===== src/rtl/dffnrsnq_preset_pkg.sv =====
// Shared types and constants for the dffnrsnq preset sequencer.
package dffnrsnq_preset_pkg;

  localparam int unsigned CNT_W = 8;

  localparam int unsigned PULSE_CYC_MIN  = 1;
  localparam int unsigned PULSE_CYC_MAX  = 255;
  localparam int unsigned SETTLE_CYC_MIN = 1;
  localparam int unsigned SETTLE_CYC_MAX = 255;

  typedef enum logic [2:0] {
    StIdle    = 3'd0,
    StGate    = 3'd1,
    StPulse   = 3'd2,
    StRelease = 3'd3,
    StDone    = 3'd4
  } state_e;

  // Out-of-range cycle counts are pulled into the legal window so the counter never loads 0.
  function automatic logic [CNT_W-1:0] clamp_cnt(input int unsigned v, input int unsigned lo,
                                                  input int unsigned hi);
    int unsigned c;
    c = (v < lo) ? lo : ((v > hi) ? hi : v);
    return CNT_W'(c);
  endfunction

endpackage


===== src/rtl/dffnrsnq_preset_timer.sv =====
// Loadable down-counter shared by the PULSE and RELEASE phases; last_o flags count == 1.
module dffnrsnq_preset_timer
  import dffnrsnq_preset_pkg::*;
(
  input  logic             clk_i,
  input  logic             rst_ni,
  input  logic             load_i,
  input  logic [CNT_W-1:0] load_val_i,
  input  logic             dec_i,
  output logic             last_o
);

  logic [CNT_W-1:0] cnt_d, cnt_q;

  always_comb begin
    cnt_d = cnt_q;
    if (load_i) begin
      cnt_d = load_val_i;
    end else if (dec_i && (cnt_q > CNT_W'(1))) begin
      cnt_d = cnt_q - CNT_W'(1);
    end
  end

  // Falling-edge state to match the bank it controls.
  always_ff @(negedge clk_i or negedge rst_ni) begin
    if (!rst_ni) begin
      cnt_q <= '0;
    end else begin
      cnt_q <= cnt_d;
    end
  end

  assign last_o = (cnt_q == CNT_W'(1));

endmodule


===== src/rtl/dffnrsnq_preset_ctrl.sv =====
// Presets a dffnrsnq bank via its SETN/RN pins with the bank clock gated.
// Optional readback compare enabled by defining PRESET_READBACK_EN.
module dffnrsnq_preset_ctrl
  import dffnrsnq_preset_pkg::*;
#(
  parameter int unsigned WIDTH      = 8,
  parameter int unsigned PULSE_CYC  = 2,
  parameter int unsigned SETTLE_CYC = 1
) (
  input  logic             CLKN,
  input  logic             RN,
  input  logic             req,
  input  logic [WIDTH-1:0] pattern,
  input  logic [WIDTH-1:0] mask,
  output logic             busy,
  output logic             done,
  output logic             bank_clk_en,
  output logic [WIDTH-1:0] bank_setn,
  output logic [WIDTH-1:0] bank_rn
`ifdef PRESET_READBACK_EN
  ,
  input  logic [WIDTH-1:0] bank_q,
  output logic             mismatch
`endif
);

  localparam logic [CNT_W-1:0] PulseLoad  = clamp_cnt(PULSE_CYC, PULSE_CYC_MIN, PULSE_CYC_MAX);
  localparam logic [CNT_W-1:0] SettleLoad = clamp_cnt(SETTLE_CYC, SETTLE_CYC_MIN, SETTLE_CYC_MAX);

  state_e           state_q;
  logic [WIDTH-1:0] pat_q, mask_q;
  logic             busy_q, done_q, clk_en_q;
  logic [WIDTH-1:0] setn_q, rn_q;
`ifdef PRESET_READBACK_EN
  logic             mismatch_q;
`endif

  logic             tmr_load, tmr_dec, tmr_last;
  logic [CNT_W-1:0] tmr_val;

  // Counter is loaded on the edge that enters PULSE or RELEASE.
  always_comb begin
    tmr_load = (state_q == StGate) || ((state_q == StPulse) && tmr_last);
    tmr_val  = (state_q == StGate) ? PulseLoad : SettleLoad;
    tmr_dec  = (state_q == StPulse) || (state_q == StRelease);
  end

  dffnrsnq_preset_timer u_timer (
    .clk_i      (CLKN),
    .rst_ni     (RN),
    .load_i     (tmr_load),
    .load_val_i (tmr_val),
    .dec_i      (tmr_dec),
    .last_o     (tmr_last)
  );

  always_ff @(negedge CLKN or negedge RN) begin
    if (!RN) begin
      state_q    <= StIdle;
      pat_q      <= '0;
      mask_q     <= '0;
      busy_q     <= 1'b0;
      done_q     <= 1'b0;
      clk_en_q   <= 1'b1;
      setn_q     <= '1;
      rn_q       <= '1;
`ifdef PRESET_READBACK_EN
      mismatch_q <= 1'b0;
`endif
    end else begin
      unique case (state_q)
        StIdle: begin
          if (req) begin
            pat_q      <= pattern;
            mask_q     <= mask;
            busy_q     <= 1'b1;
            clk_en_q   <= 1'b0;
            state_q    <= StGate;
`ifdef PRESET_READBACK_EN
            mismatch_q <= 1'b0;
`endif
          end
        end
        StGate: begin
          // Set and reset masks are disjoint, so no bit sees both pins low.
          setn_q  <= ~(mask_q & pat_q);
          rn_q    <= ~(mask_q & ~pat_q);
          state_q <= StPulse;
        end
        StPulse: begin
          if (tmr_last) begin
            setn_q  <= '1;
            rn_q    <= '1;
            state_q <= StRelease;
          end
        end
        StRelease: begin
          if (tmr_last) begin
            done_q   <= 1'b1;
            clk_en_q <= 1'b1;
            state_q  <= StDone;
          end
        end
        StDone: begin
          done_q     <= 1'b0;
          busy_q     <= 1'b0;
          state_q    <= StIdle;
`ifdef PRESET_READBACK_EN
          mismatch_q <= |((bank_q ^ pat_q) & mask_q);
`endif
        end
        default: begin
          busy_q   <= 1'b0;
          done_q   <= 1'b0;
          clk_en_q <= 1'b1;
          setn_q   <= '1;
          rn_q     <= '1;
          state_q  <= StIdle;
        end
      endcase
    end
  end

  assign busy        = busy_q;
  assign done        = done_q;
  assign bank_clk_en = clk_en_q;
  assign bank_setn   = setn_q;
  assign bank_rn     = rn_q;
`ifdef PRESET_READBACK_EN
  assign mismatch    = mismatch_q;
`endif

endmodule


===== config.mk =====
export PLATFORM = sky130hd
export DESIGN_NAME = dffnrsnq_preset_ctrl
export DESIGN_NICKNAME = d
export VERILOG_FILES = /design/src/rtl/dffnrsnq_preset_pkg.sv /design/src/rtl/dffnrsnq_preset_timer.sv /design/src/rtl/dffnrsnq_preset_ctrl.sv
export SDC_FILE = /design/constraint.sdc
export NUM_CORES = 1
export LEC_CHECK = 0
export CAP_MARGIN = 25
export CELL_PAD_IN_SITES_DETAIL_PLACEMENT = 1
export CELL_PAD_IN_SITES_GLOBAL_PLACEMENT = 1
export CORE_MARGIN = 1.5
export CORE_UTILIZATION = 38
export DETAILED_ROUTE_END_ITERATION = 8
export PLACE_DENSITY_LB_ADDON = 0.1
export SETUP_SLACK_MARGIN = 0.3
export SKIP_LAST_GASP = 1
export SLEW_MARGIN = 20
export SYNTH_ARGS = -nofsm -noshare
export SYNTH_HDL_FRONTEND = slang
export SYNTH_SLANG_ARGS = --single-unit

===== constraint.sdc =====
create_clock -name CLKN -period 2.43 [get_ports CLKN]
set_input_delay 0.729 -clock CLKN [delete_from_list [all_inputs] [get_ports CLKN]]
set_output_delay 0.729 -clock CLKN [all_outputs]
set_load 0.05 [all_outputs]

==> results of run 1 <==
-- cells by family after synthesis --
| group | synth area share, % |
|---|---|
| AND/OR/NAND/NOR | 13.5 |
| flip-flops | 58.2 |
| AO/OA/AOI/OAI | 14.0 |
| multiplexers | 9.45 |
| buffers and inverters | 2.61 |
| XOR/XNOR | 0.870 |
| adder cells (fa/ha/maj) | 1.24 |
-- cells in the final DEF, fill, tap and decap left out, types with 2 or more instances in the layout --
cell             netlist  layout
o22a_1                 8       8
dfrtn_1               29      29
o21ai_0                4       2
a21oi_1                8       8
buf_16                 0       3
nand3_1               11      11
clkdlybuf4s50_1        0      16
or2_2                  2       2
or3_1                  3       3
nor2_1                 7       7
mux2_4                 0      16
buf_4                  2       5
nand2_1                9       9
buf_6                  0       4
dfstp_2               17      17
o21a_1                 8       8
inv_1                  6      22
a21o_1                 3       3
buf_12                 0      22
clkbuf_8               0       5
ha_1                   2       2
-- where the power goes --
part,switching (W),internal (W),total (W)
sequential,0.000386,0.00116,0.00155
clock,0.000336,0.000251,0.000587
combinational,0.000920,0.00101,0.00193
total,0.00164,0.00243,0.00407
-- per-stage QoR --
stage	utilization (%)	cells	instance area [um2]	hold WS, ns	total power [W]
6_report	60.1	304	3070	0.482	0.00407
5_1_grt	60.1	304	3070	0.485	0.00431
4_1_cts	59.7	302	3050	0.459	0.00405
3_5_place_dp	53.7	272	2750	0.487	0.00336
3_3_place_gp	53.7	272	2750	0.474	0.00326
2_1_floorplan	-	164	2070	0.464	0.00262
-- state kept, by name, indices dropped and copies added, names as in the netlist --
| register | flops |
|---|---|
| bank_rn | 8 |
| bank_setn | 8 |
| mask_q | 8 |
| pat_q | 8 |
| u_timer.cnt_q | 8 |
| state_q | 3 |
| bank_clk_en | 1 |
| busy | 1 |
| done | 1 |
-- layout make-up --
class                   count  area (um2)  share of cell area [%]
clock inverters            18        68.8                    2.24
flip-flops and latches     46        1170                    38.2
clock buffers               7        80.1                    2.61
inverters                   5        18.8                   0.611
well taps                  70        87.6                    2.85
repair buffers             51         771                    25.1
multi-input cells         107         871                    28.4
-- worst min path at each step --
stage,startpoint,endpoint,depth (start not counted)
floorplan,mask_q[7]$_DFFE_NN0P_,mask_q[7]$_DFFE_NN0P_,1
global placement,mask_q[2]$_DFFE_NN0P_,mask_q[2]$_DFFE_NN0P_,1
detailed placement,mask_q[5]$_DFFE_NN0P_,mask_q[5]$_DFFE_NN0P_,1
CTS,pat_q[6]$_DFFE_NN0P_,bank_rn[6]$_DFFE_NN1P_,1
global route,pat_q[5]$_DFFE_NN0P_,bank_rn[5]$_DFFE_NN1P_,1
finish,pat_q[6]$_DFFE_NN0P_,bank_rn[6]$_DFFE_NN1P_,1
-- metal layers --
layer	share of wire, %	up-vias	global-route usage (%)	wire length, um
met5	0	-	0	0
met4	1.4	0	8.13	78
met3	2.8	6	4.23	158
met2	54	27	37.9	3000
met1	42	821	26.4	2320
li1	-	730	-	-
-- what timing repair did --
item | 4_1_cts | 5_1_grt
hold buffers | 0 | 0
setup buffers | 3 | 2
resized for setup | 19 | 1
pin swaps | 2 | 0
gates cloned | 3 | 0
endpoints found under the setup margin | 38 | 38
-- worst reg2reg max path, stage by stage (launching register included) --
cell and delay, ns:
dfrtn_1 0.49, inv_1 0.07, ha_1 0.22, or2_2 0.32, a31oi_1 0.47, a21oi_1 0.16
o31a_1 0.13
==> results.toml, run 1 <==
[global_routing]
antenna_found_initial = 0
grt_max_degree = 30
grt_pass1_vias = 1696
grt_use_total_pct = 21.7
overflow = 0
grt_first_pass_wirelength_mm = 8.84

[finish]
nets = 254
area_growth_pct = 52.5
fill_cells = 535
diodes = 0
post_route_cells_drive_above_1_share_pct = 36.8

[sta]
setup_viol = 37
rsz0062_at_grt = "true"
layout_setup_ws_ns = -0.594
worst_pin_slew_ns = 0.554
timing.max_slew.rel_slack_pct = 62.9
tns_ns = -18.02
maxSlewViolCount = 0
skew_ns = 0.0757
finalHoldViolCount = 0

[worst_setup_path]
worstPathMaxFanout = 2
r2r_start = "u_timer.cnt_q[0]$_DFFE_NN0P_"
slowest_delay_ns = 0.57
r2r_slack_ns = 0.43
critPathBufInv = 1
crit_chain = "buf_12"
crit_required_ns = 1.70
crit_start = "bank_rn[7]$_DFFE_NN1P_"
worstRegToRegCells = 6
cp_top_family = "flip-flops"
end_kind = "output pin"
start_kind = "flip-flop"
critPathKind = "reg -> out"
endpoint = "bank_rn[7]"
r2r_end = "u_timer.cnt_q[0]$_DFFE_NN0P_"
worstPathArrival_ns = 2.30
crit_slowest_cell = "dfstp_2"
path_depth = 1

[clock_tree]
clock_path_buffers = 2
cts_tree = "yes"
clockRootBuffer = "clkbuf_8"
cts.sinks = 46
clock_latency_ns = 0.37
htreeDepth = 2
clk_pin_slew_ns = 0.06
cts_inserted_buffers = 5

[place]
gp_congestion = 0.770
port_buffers = 37
dpl_worst_slack_ns = -1.08
place_hpwl_mm = 3.45

[floorplanning]
pin_count = 38
die_height_um = 75.8
die_w_um = 75.8
rows = 26
core_area_um2 = 5110
dieArea_um2 = 5740
start_util_pct = 39.4

[synth]
synth.cells.most_frequent = "dfrtn_1 (29), dfstp_2 (17), mux2_2 (16)"
syn_area_um2 = 2010
async_flop_share_pct = 100
syn_avg_cell_area_um2 = 12.3
yosys.area.top_type = "dfrtn_1"
synthesis.nets = 185
synth_top_area_share_pct = 36.0
synth_seq_area_share_pct = 58.2
synth.most_common_cell = "dfrtn_1"
synth_enable_flop_cells = 0
syn_inst = 164
synth-warning-count = 0
synth_ff_type = "dfrtn_1"
synth_cell_types = 41
ys_seq_elements = 46
ys_top_cells_by_area = "dfrtn_1 (36%), dfstp_2 (22%), mux2_2 (8.9%)"

[detailed_routing]
drcViolationCount = 0
wire_per_inst_um = 18.3
drt-initial-drc-count = 61
vias = 1584
viasPerCell = 5.21
dr.pass1.iters = 4
routed_wl_mm = 5.56
ant_nets = 0

[power]
p_leak_nw = 1.35
ir_drop_mv = 0.620
p_per_area_nw_per_um2 = 1330

[flow_run]
drv_cap = 0

[outcome]
violations = "setup timing"
run_status = "finished with violations"

[hold_path]
worstHoldPathType = "reg -> reg"
Note: power is estimated with default switching activity, not from simulation.
==> inputs of run 2 (changes only) <==
--- a/config.mk
+++ b/config.mk
@@ -9,7 +9,7 @@
 export CELL_PAD_IN_SITES_DETAIL_PLACEMENT = 1
 export CELL_PAD_IN_SITES_GLOBAL_PLACEMENT = 1
 export CORE_MARGIN = 1.5
-export CORE_UTILIZATION = 38
+export CORE_UTILIZATION = 41
 export DETAILED_ROUTE_END_ITERATION = 8
 export PLACE_DENSITY_LB_ADDON = 0.1
 export SETUP_SLACK_MARGIN = 0.3
==> results.toml, run 2 (synthesized netlist as in run 1, its figures left out) <==
[place]
place_hpwl_mm = 3.55
port_buffers = 37
placed_area_um2 = 2740
gp_congestion = 0.802

[sta]
timing.max_slew.rel_slack_pct = 62.5
skew_ns = 0.0711
rsz0062_at_grt = "true"
setup_viol = 37
finalHoldViolCount = 0
layout_setup_ws_ns = -0.590
whs_ns = 0.483
maxSlewViolCount = 0
worst_pin_slew_ns = 0.560

[detailed_routing]
wire_per_inst_um = 17.7
drt-initial-drc-count = 134
routed_wl_mm = 5.46
viasPerCell = 5.24
ant_nets = 0
drcViolationCount = 0
dr.pass1.iters = 4
vias = 1614

[floorplanning]
core_area_um2 = 4720
rows = 25
start_util_pct = 42.6
die_w_um = 73.1
dieArea_um2 = 5340
die_height_um = 73.1
pin_count = 38

[clock_tree]
clockRootBuffer = "clkbuf_8"
clk_pin_slew_ns = 0.06
clock_path_buffers = 2
cts.sinks = 46
clock_latency_ns = 0.37
cts_tree = "yes"
cts_inserted_buffers = 5
htreeDepth = 2

[flow_run]
drv_cap = 0

[finish]
finalInstanceArea_um2 = 3180
diodes = 0
final_common_cell = "dfrtn_1"
post_route_cells_drive_above_1_share_pct = 39.8
area_growth_pct = 57.8
nets = 261
fin_util_pct = 67.3
final_cell_mix = "dfrtn_1 (29), buf_12 (24), inv_1 (22), dfstp_2 (17)"

[power]
switching_power_w = 0.00168
p_leak_nw = 1.40
internal_power_w = 0.00257
p_per_area_nw_per_um2 = 1340
combinationalPowerShare_pct = 47.5
p_clk_share_pct = 16.3
power_switching_share_pct = 39.6
finalPower_w = 0.00426
ir_drop_mv = 0.675
seqPwrFrac_pct = 36.1

[worst_setup_path]
worstPathArrival_ns = 2.29
path_depth = 1
critPathKind = "reg -> out"
critPathBufInv = 1
worstPathMaxFanout = 2
crit_slowest_cell = "dfstp_2"
slowest_delay_ns = 0.56
cp_top_family = "flip-flops"
crit_required_ns = 1.70
start_kind = "flip-flop"
end_kind = "output pin"
crit_chain = "buf_12"
worstRegToRegCells = 6

[global_routing]
antenna_found_initial = 0
grt_use_total_pct = 22.7
grt_pass1_vias = 1785
grt_max_degree = 29
overflow = 0
grt_first_pass_wirelength_mm = 9.00

[hold_path]
worstHoldPathType = "reg -> reg"
worstHoldPathCells = 1

[outcome]
violations = "setup timing"
run_status = "finished with violations"
## run 2: path summary, 6_finish.rpt
path | from | end | slack (ns)
max | bank_rn[4]$_DFFE_NN1P_ | bank_rn[4] | -0.59
min | pat_q[2]$_DFFE_NN0P_ | bank_rn[2]$_DFFE_NN1P_ | 0.48
max reg2reg | u_timer.cnt_q[0]$_DFFE_NN0P_ | u_timer.cnt_q[0]$_DFFE_NN0P_ | 0.45
min reg2reg | pat_q[2]$_DFFE_NN0P_ | bank_rn[2]$_DFFE_NN1P_ | 0.48
max in group asynchronous | RN | bank_rn[7]$_DFFE_NN1P_ | 0.61
min in group asynchronous | RN | done$_DFFE_NN0P_ | 1.50
## run 2: per-layer routing
| metal | wire [um] | GRT usage (%) | part of all wire (%) | up-vias |
|---|---|---|---|---|
| met2 | 2900 | 38.2 | 53 | 39 |
| met3 | 177 | 4.28 | 3.2 | 7 |
| met1 | 2300 | 29.1 | 42 | 825 |
| met4 | 83 | 8.18 | 1.5 | 0 |
| met5 | 0 | 0 | 0 | - |
| li1 | - | - | - | 743 |
## run 2: final cells by class
cell class | instances | area, um2
inverter | 5 | 18.8
tap | 67 | 83.8
fill | 455 | 1550
clock inverter | 18 | 72.6
multi-input combinational | 107 | 886
clock buffer | 7 | 108
timing repair buffer | 58 | 836
sequential | 46 | 1170
## run 2: power groups by stage
stage	Clock, W	Combinational (W)	Sequential, W
after global placement	0.0000454	0.00170	0.00150
after CTS	0.000698	0.00196	0.00153
final	0.000696	0.00202	0.00154
after detailed placement	0.0000454	0.00179	0.00153
after global routing	0.000761	0.00214	0.00159
after floorplan	0.0000454	0.000851	0.00172
## run 2: per-stage QoR
step                      setup slack (ns)  instances  TNS (ns)
final                               -0.590        308    -17.95
after CTS                           -0.593        302    -17.28
after global routing                -0.612        308    -19.00
after floorplan                     -0.548        164    -11.92
after global placement               -1.04        268    -21.46
after detailed placement             -1.08        268    -22.24
## run 2: timing repair
| item | in CTS | in global routing |
|---|---|---|
| setup endpoints to repair | 38 | 38 |
| hold buffers | 0 | 0 |
| setup buffers | 8 | 6 |
| cloned | 2 | 0 |
| pin swaps | 1 | 1 |
| resized for setup | 20 | 5 |
==> inputs of run 3 (changes only) <==
--- a/config.mk
+++ b/config.mk
@@ -10,6 +10,7 @@
 export CELL_PAD_IN_SITES_GLOBAL_PLACEMENT = 1
 export CORE_MARGIN = 1.5
 export CORE_UTILIZATION = 41
+export CTS_CLUSTER_DIAMETER = 50
 export DETAILED_ROUTE_END_ITERATION = 8
 export PLACE_DENSITY_LB_ADDON = 0.1
 export SETUP_SLACK_MARGIN = 0.3
==> results of run 3 <==
The final DEF is identical to that of run 2; final timing and power are the same.
